<file path="src/rtl/decoder24_strobe.sv">
`timescale 1ns/1ps
// 2-to-4 one-hot strobe generator: each accepted index becomes a registered strobe held for
// HOLD_CYCLES cycles, optionally followed by GAP_CYCLES forced idle cycles.
module decoder24_strobe #(
    parameter int HOLD_CYCLES = 1,
    parameter int GAP_CYCLES  = 0
) (
    input  logic       clk,
    input  logic       rst,
    input  logic [1:0] dataIn,
    input  logic       validIn,
    output logic       readyOut,
    input  logic       enable,
    output logic [3:0] dataOut,
    output logic       busy,
    output logic       doneOut
);

    if (HOLD_CYCLES < 1 || HOLD_CYCLES > 255 || GAP_CYCLES < 0 || GAP_CYCLES > 255) begin : g_bad_param
        $error("decoder24_strobe: HOLD_CYCLES must be 1..255 and GAP_CYCLES 0..255");
    end

    localparam logic [7:0] HOLD_LOAD = 8'(HOLD_CYCLES - 1);
    localparam logic [7:0] GAP_LOAD  = (GAP_CYCLES > 0) ? 8'(GAP_CYCLES - 1) : 8'd0;
    localparam bit         HAS_GAP   = (GAP_CYCLES > 0);

    typedef enum logic [1:0] {
        IDLE = 2'd0,
        HOLD = 2'd1,
        GAP  = 2'd2
    } state_t;

    state_t     state_q, state_d;
    logic [7:0] cnt_q, cnt_d;
    logic [1:0] idx_q, idx_d;
    logic [3:0] data_q, data_d;
    logic       live_q;
    logic       ready_raw;
    logic       last_hold;
    logic       accept;

    always_comb begin
        state_d   = state_q;
        cnt_d     = cnt_q;
        idx_d     = idx_q;
        data_d    = 4'b0000;
        ready_raw = 1'b0;
        last_hold = (state_q == HOLD) && (cnt_q == 8'd0);

        case (state_q)
            IDLE:    ready_raw = enable;
            HOLD:    ready_raw = last_hold && !HAS_GAP && enable;
            default: ready_raw = 1'b0;
        endcase

        // readyOut stays low until the first edge after reset has been released
        accept = validIn && ready_raw && live_q;

        case (state_q)
            IDLE: begin
                if (accept) begin
                    state_d = HOLD;
                    cnt_d   = HOLD_LOAD;
                    idx_d   = dataIn;
                end
            end
            HOLD: begin
                if (cnt_q != 8'd0) begin
                    cnt_d = cnt_q - 8'd1;
                end else if (HAS_GAP) begin
                    state_d = GAP;
                    cnt_d   = GAP_LOAD;
                end else if (accept) begin
                    state_d = HOLD;
                    cnt_d   = HOLD_LOAD;
                    idx_d   = dataIn;
                end else begin
                    state_d = IDLE;
                    cnt_d   = 8'd0;
                end
            end
            GAP: begin
                if (cnt_q != 8'd0) begin
                    cnt_d = cnt_q - 8'd1;
                end else begin
                    state_d = IDLE;
                    cnt_d   = 8'd0;
                end
            end
            default: begin
                state_d = IDLE;
                cnt_d   = 8'd0;
            end
        endcase

        if (state_d == HOLD) begin
            data_d = 4'b0001 << idx_d;
        end
    end

    always_ff @(posedge clk or posedge rst) begin
        if (rst) begin
            state_q <= IDLE;
            cnt_q   <= 8'd0;
            idx_q   <= 2'd0;
            data_q  <= 4'b0000;
            live_q  <= 1'b0;
        end else begin
            state_q <= state_d;
            cnt_q   <= cnt_d;
            idx_q   <= idx_d;
            data_q  <= data_d;
            live_q  <= 1'b1;
        end
    end

    assign readyOut = ready_raw && live_q;
    assign dataOut  = data_q;
    assign busy     = (state_q != IDLE);
    assign doneOut  = last_hold;

endmodule

</file>
<file path="config.mk">
export PLATFORM = sky130hd
export DESIGN_NAME = decoder24_strobe
export DESIGN_NICKNAME = d
export VERILOG_FILES = /design/src/rtl/decoder24_strobe.sv
export SDC_FILE = /design/constraint.sdc
export NUM_CORES = 1
export LEC_CHECK = 0
export ABC_AREA = 1
export CORE_ASPECT_RATIO = 1.2
export CORE_MARGIN = 2
export CORE_UTILIZATION = 42
export DETAILED_ROUTE_END_ITERATION = 6
export GPL_TIMING_DRIVEN = 0
export SKIP_LAST_GASP = 1
export SYNTH_ARGS = -nofsm -noshare
export SYNTH_HDL_FRONTEND = slang
export SYNTH_SLANG_ARGS = --single-unit
</file>
<file path="constraint.sdc">
create_clock -name clk -period 2.3 [get_ports clk]
set_input_delay 0.46 -clock clk [delete_from_list [all_inputs] [get_ports clk]]
set_output_delay 0.46 -clock clk [all_outputs]
set_load 0.02 [all_outputs]
</file>
After elaboration in Yosys (flattened, before gate mapping). Index checks and enable logic that the tools add are counted.

Flip-flop bits (word level): 17. Bits in latches: 0. Memory bits (writable): 0. Bits in read-only memories: 0. Memories kept: 0.

Add/sub/neg operators: 1. Multipliers: 0. Div/mod/pow operators: 0. Order comparisons: 0. Eq/ne operators: 4. Shift-type cells: 1. Multiplexer cells: 13. Bitwise operators: 0. Reduce and logical (&&, ||, !) cells: 10.

Operators with widths (count): $mux W8 (2); $pmux W8 S2 (1); $mux W2 (5); $logic_not A8 Y1 (1); $reduce_bool A8 Y1 (1); $sub A8 B1 Y8 const B (1); $pmux W2 S3 (1); $logic_and A1 B1 Y1 (5); $eq A2 B1 Y1 const B (2); $mux W4 (1); $pmux W2 S2 (1); $shl A1 B2 Y4 const A (1); $eq A2 B2 Y1 const B (1); $logic_not A2 Y1 (1); $ne A2 B2 Y1 const B (1); $pmux W1 S2 (1); $reduce_bool A2 Y1 (1); $reduce_or A2 Y1 (1); $mux W1 (1).

Logic depth before layout (Yosys ltp).
Word-level depth: 11. Mapped depth: 12. Gate-level depth less buffers: 12.

Worst setup path before layout. No wires, ideal clock.

Path type: register -> register. Start: register state_q[0]. End: register data_q[0] (netlist: dataOut[0]). Library setup time: 116 ps. Data arrival time: 1667 ps. Required time: 2184 ps. Path slack: 517 ps. Cell stages (with the launch flop): 10. Path buffers: 0. Clock period less this slack: 1783 ps. Cells stage by stage: dfrtp_1 -> inv_1 -> ha_1 -> inv_1 -> a21oi_2 -> nand3_1 -> inv_1 -> nor2_2 -> nand2_1 -> nor2_1.

Word-level cells in the longest chain between the ends: 11. Elaborated cells on any way between the ends: 19.

Ends and longest elaborated chain: start, declared (RTL line 33) `state_t state_q, state_d;`; start signal, assigned (RTL line 109) `state_q <= state_d;`; $eq A2 B1 Y1 (RTL line 48, 50, 59); $logic_and A1 B1 Y1 (RTL line 48) `last_hold = (state_q == HOLD) && (cnt_q == 8'd0);`; $logic_and A1 B1 Y1 (RTL line 52) `HOLD: ready_raw = last_hold && !HAS_GAP && enable;`; $pmux W1 S2 (RTL line 50) `case (state_q)`; $logic_and A1 B1 Y1 (2 in a row) (RTL line 57) `accept = validIn && ready_raw && live_q;`; $mux W1 or $mux W2 (tied branches) (RTL line 73, 61); $mux W2 (RTL line 68) `if (cnt_q != 8'd0) begin`; $pmux W2 S3 or $pmux W2 S2 (tied branches) (RTL line 59) `case (state_q)`; $eq A2 B1 Y1 or $shl A1 B2 Y4 (tied branches) (RTL line 96, 97); $mux W4 (*) (RTL line 96) `if (state_d == HOLD) begin`; net data_d[0] (RTL line 36) `logic [3:0] data_q, data_d;`; end signal, assigned (RTL line 112) `data_q <= data_d;`; end, declared (RTL line 36).

The timed path passes the listed nets; every way through them passes the cells marked *. A chain may end at the register's enable or synchronous reset.

Final worst setup path.
Start: register cnt_q[0]. End: output port readyOut.

Word-level cells in the longest chain between the ends: 5.

Ends and longest elaborated chain: start, declared (RTL line 34) `logic [7:0] cnt_q, cnt_d;`; start signal, assigned (RTL line 110) `cnt_q <= cnt_d;`; $logic_not A8 Y1 (RTL line 48); $logic_and A1 B1 Y1 (RTL line 48); $logic_and A1 B1 Y1 (RTL line 52); $pmux W1 S2 (RTL line 50); $logic_and A1 B1 Y1 (RTL line 117) `assign readyOut = ready_raw && live_q;`; end, declared (RTL line 12) `output logic readyOut,`.

Every way passes these cells.

==> impl_metrics.csv <==
group,metric,value,unit
synthesis,syn-instance-count,121,
hold_path,hold_wc_path_type,"primary input to async pin",
sta,tightestPinTransition,0.6624,ns
final_layout,post-route-util,52.36,%
global_routing,global_route_wire_length_before_repair,3.277,mm
placement,place_area,1189,sq um
synthesis,synth_simple_gate_area_share,31.35,%
clocking,cts_max_path_buffers,2,
worst_setup_path,timing.critical_path.fanout_max,5,
global_routing,first_global_vias,810,
sta,hold_slack,0.5437,ns
final_layout,mostFrequentLayoutCell,"sky130_fd_sc_hd__nand2_1",
synthesis,synth_compound_area_share,8.627,%
floorplanning,i_o_pins,13,
flow_run,cap_violations,0,
global_routing,grt.total_usage,15.13,%
synthesis,synth.distinct_cells,26,
sta,clock.fmax,452.1,MHz
floorplanning,std_cell_rows,19,
floorplanning,starting_density,44.66,%
final_layout,finalNonFillerCells,168,
final_layout,layout.cells.most_common_list,"21 x sky130_fd_sc_hd__nand2_1, 18 x sky130_fd_sc_hd__inv_1, 17 x sky130_fd_sc_hd__dfrtp_1",
synthesis,postSynthNetCount,132,
worst_setup_path,critical_path.max_stage_delay,0.40,ns
synthesis,mux_share_of_post_synthesis_cell_area,0,%
sta,rsz0062_at_grt,"yes",
placement,dp_hpwl,1.423,mm
clocking,cts.htree.levels,1,
final_layout,synthToLayoutAreaGrowth,17.25,%
final_layout,register_area,425.4,sq um
floorplanning,chipWidth,49.20,um
synthesis,fraction_of_the_mapped_netlist_area_in_adder_cells,6.075,%
power,largest_vdd_supply_drop,0.0006531,V
synthesis,syn_area_cell,8.510,sq um
detailed_routing,initialDrtViolationCount,13,
floorplanning,core,2306,sq um
synthesis,synthesis.area,1030,sq um
placement,port_buffers,12,
clocking,clk_pin_slew_worst_paths,0.11,ns
sta,number_of_setup_violations_in_the_final_report,0,
sta,finalClockSkew,0.008584,ns
final_layout,final_cell_area,1207,sq um
floorplanning,chipHeight,58.24,um
sta,post-route-period-util,96.17,%
final_layout,total_area_of_multi_input_combinational_cells,524.3,sq um
detailed_routing,via_count,809,
synthesis,synth.yosys.warnings,0,
clocking,cts.hold.buffers_added,0,
placement,cell_count_after_placement,164,
synthesis,synth_sequential_area_ratio,41.31,%
detailed_routing,detail-route-antenna-nets,0,
worst_setup_path,critPathSlowestCell,"sky130_fd_sc_hd__dfrtp_1",
global_routing,globalRoute.totalOverflow,0,
detailed_routing,wl_per_cell,11.28,um
sta,relSlewSlack,55.79,%
detailed_routing,detail_route.vias_per_cell,4.815,
synthesis,yosys.area_share.xor_xnor,4.253,%
status,run_status,"completed",
clocking,clk_root_buffer_cell,"sky130_fd_sc_hd__clkbuf_4",
worst_setup_path,startpoint_type,"flip-flop",
worst_setup_path,cp_data_arrival_time,1.75,ns
final_layout,inserted_diodes,0,
worst_setup_path,timing.setup.critical_path_class,"flip-flop to output pin",
floorplanning,dieArea,2865,sq um
final_layout,fillerInstances,247,
power,p_leak,0.5997,nW
sta,final_period_minus_worst_setup_slack,2.212,ns
placement,routability_congestion_estimate_from_global_placement,0.7953,
power,cellPowerDensity,1299,nW/um^2
synthesis,synth.ff_latch_count,17,
clocking,clock_insertion_delay_worst_skew,0.29,ns
final_layout,finish.net_count,149,
sta,finalHoldViolations,0,
final_layout,drive_above_1_share,17.52,%
worst_setup_path,worstPathCellList,"inv_1, ha_2, nand2_2, nor2_4, nand3_4, a21oi_2, clkbuf_2",
synthesis,synth_top_family_by_area,"simple AND/OR/NAND/NOR gates",
detailed_routing,drc_errors,0,
worst_setup_path,endpoint_kind_of_the_worst_setup_timing_path,"output pin",
clocking,numClockSinks,17,
worst_setup_path,timing.critical_path.required,1.84,ns
global_routing,number_of_antenna_violations_at_the_first_check_in_global_routing,0,
detailed_routing,finalWirelength,1.895,mm
power,design_power_total,1.569,mW
global_routing,grt_max_degree,18,
clocking,tritoncts,"done",
detailed_routing,detailedRoute.firstPassIterationCount,4,
clocking,cts_made_buffers,3,
sta,final_count_of_pins_violating_max_slew,0,
## path summary, 6_finish.rpt
kind	startpoint	end	slack, ns	depth (start not counted)
worst max-delay path	cnt_q[0]$_DFFE_PP0P_	readyOut	0.09	7
worst min-delay path	rst	cnt_q[0]$_DFFE_PP0P_	0.54	2
worst max register to register	cnt_q[0]$_DFFE_PP0P_	dataOut[3]$_DFF_PP0_	0.43	12
worst min register to register	cnt_q[4]$_DFFE_PP0P_	cnt_q[4]$_DFFE_PP0P_	0.56	2
max in group asynchronous	rst	idx_q[0]$_DFF_PP0_	1.33	2
min in group clk	cnt_q[4]$_DFFE_PP0P_	cnt_q[4]$_DFFE_PP0P_	0.56	2
## kinds of logic after synthesis
family / after synthesis
adders and majority gates: 5
AOI/OAI and AO/OA: 15
DFF: 17
xor gates and xnor gates: 5
buffers and inverters: 20
and+or+nand+nor: 58
other: 1
## through the flow
stage	setup slack, ns	setup TNS [ns]
after floorplan	0.5167	0
after global placement	-0.04486	-0.04486
after detailed placement	-0.06051	-0.06051
after CTS	-0.09315	-0.09315
after global routing	-0.04512	-0.04512
final	0.08799	0
## critical path: cells and delay by family (launching register included)
| kind | cells | cell delay, ns |
|---|---|---|
| fa+ha+maj | 1 | 0.24 |
| buf+inv | 2 | 0.29 |
| simple gates | 3 | 0.35 |
| compound gates | 1 | 0.18 |
| flops | 1 | 0.40 |
## where the power goes
part / leakage [nW] / internal [mW] / switching, mW
clock network: 0.0177 / 0.0647 / 0.0997
logic: 0.360 / 0.355 / 0.578
registers: 0.222 / 0.405 / 0.0663
## state kept, by name, summed over array words and instances, names as in the netlist
| name | count |
|---|---|
| dataOut | 4 |
| idx_q | 2 |
| cnt_q | 8 |
| live_q | 1 |
| state_q | 2 |
## synth_stat cells
cell,instances,area share [%]
sky130_fd_sc_hd__nor2_4,3,3.3
sky130_fd_sc_hd__inv_2,1,0.36
sky130_fd_sc_hd__dfrtp_1,17,41
sky130_fd_sc_hd__inv_1,18,6.6
sky130_fd_sc_hd__nand3_1,7,3.4
sky130_fd_sc_hd__buf_6,1,1.1
sky130_fd_sc_hd__conb_1,1,0.36
sky130_fd_sc_hd__xor2_1,5,4.3
sky130_fd_sc_hd__ha_1,5,6.1
sky130_fd_sc_hd__a21oi_2,1,0.85
sky130_fd_sc_hd__nor2_1,12,4.4
sky130_fd_sc_hd__a21oi_1,5,2.4
sky130_fd_sc_hd__nand3_2,1,0.97
sky130_fd_sc_hd__o21ai_0,5,2.4
sky130_fd_sc_hd__nand4_1,3,1.8
sky130_fd_sc_hd__nor3_1,1,0.49
sky130_fd_sc_hd__o21ai_2,2,1.7
sky130_fd_sc_hd__nand2_1,21,7.7
sky130_fd_sc_hd__or2_1,1,0.61
sky130_fd_sc_hd__a21boi_0,1,0.73
sky130_fd_sc_hd__nand2_4,2,2.2
sky130_fd_sc_hd__o21ai_1,1,0.49
sky130_fd_sc_hd__nand3b_1,1,0.73
sky130_fd_sc_hd__nand2_2,2,1.2
sky130_fd_sc_hd__nor2_2,2,1.2
sky130_fd_sc_hd__nand3_4,2,3.4
## metal layers
metal	wire length, um	GRT usage (%)	up-vias
li1	-	-	411
met1	871	16.67	380
met2	945	27.03	16
met3	60	3.093	2
met4	17	8.571	0
met5	0	0	-
## timing repair
item | 4_1_cts | 5_1_grt
endpoints found under the setup margin | 3 | 2
setup buffers | 0 | 0
gates resized for setup | 4 | 4
endpoints found under the hold margin | 0 | 0
## layout make-up
class | instances | share of cell area (%)
Clock buffer | 3 | 1.865
Buffer | 1 | 0.9326
Clock inverter | 1 | 0.4145
Multi-Input combinational cell | 84 | 43.42
Timing Repair Buffer | 12 | 9.015
Inverter | 19 | 5.907
Sequential cell | 17 | 35.23
Tap cell | 31 | 3.212
No activity file was read; power rests on OpenSTA's default activity.
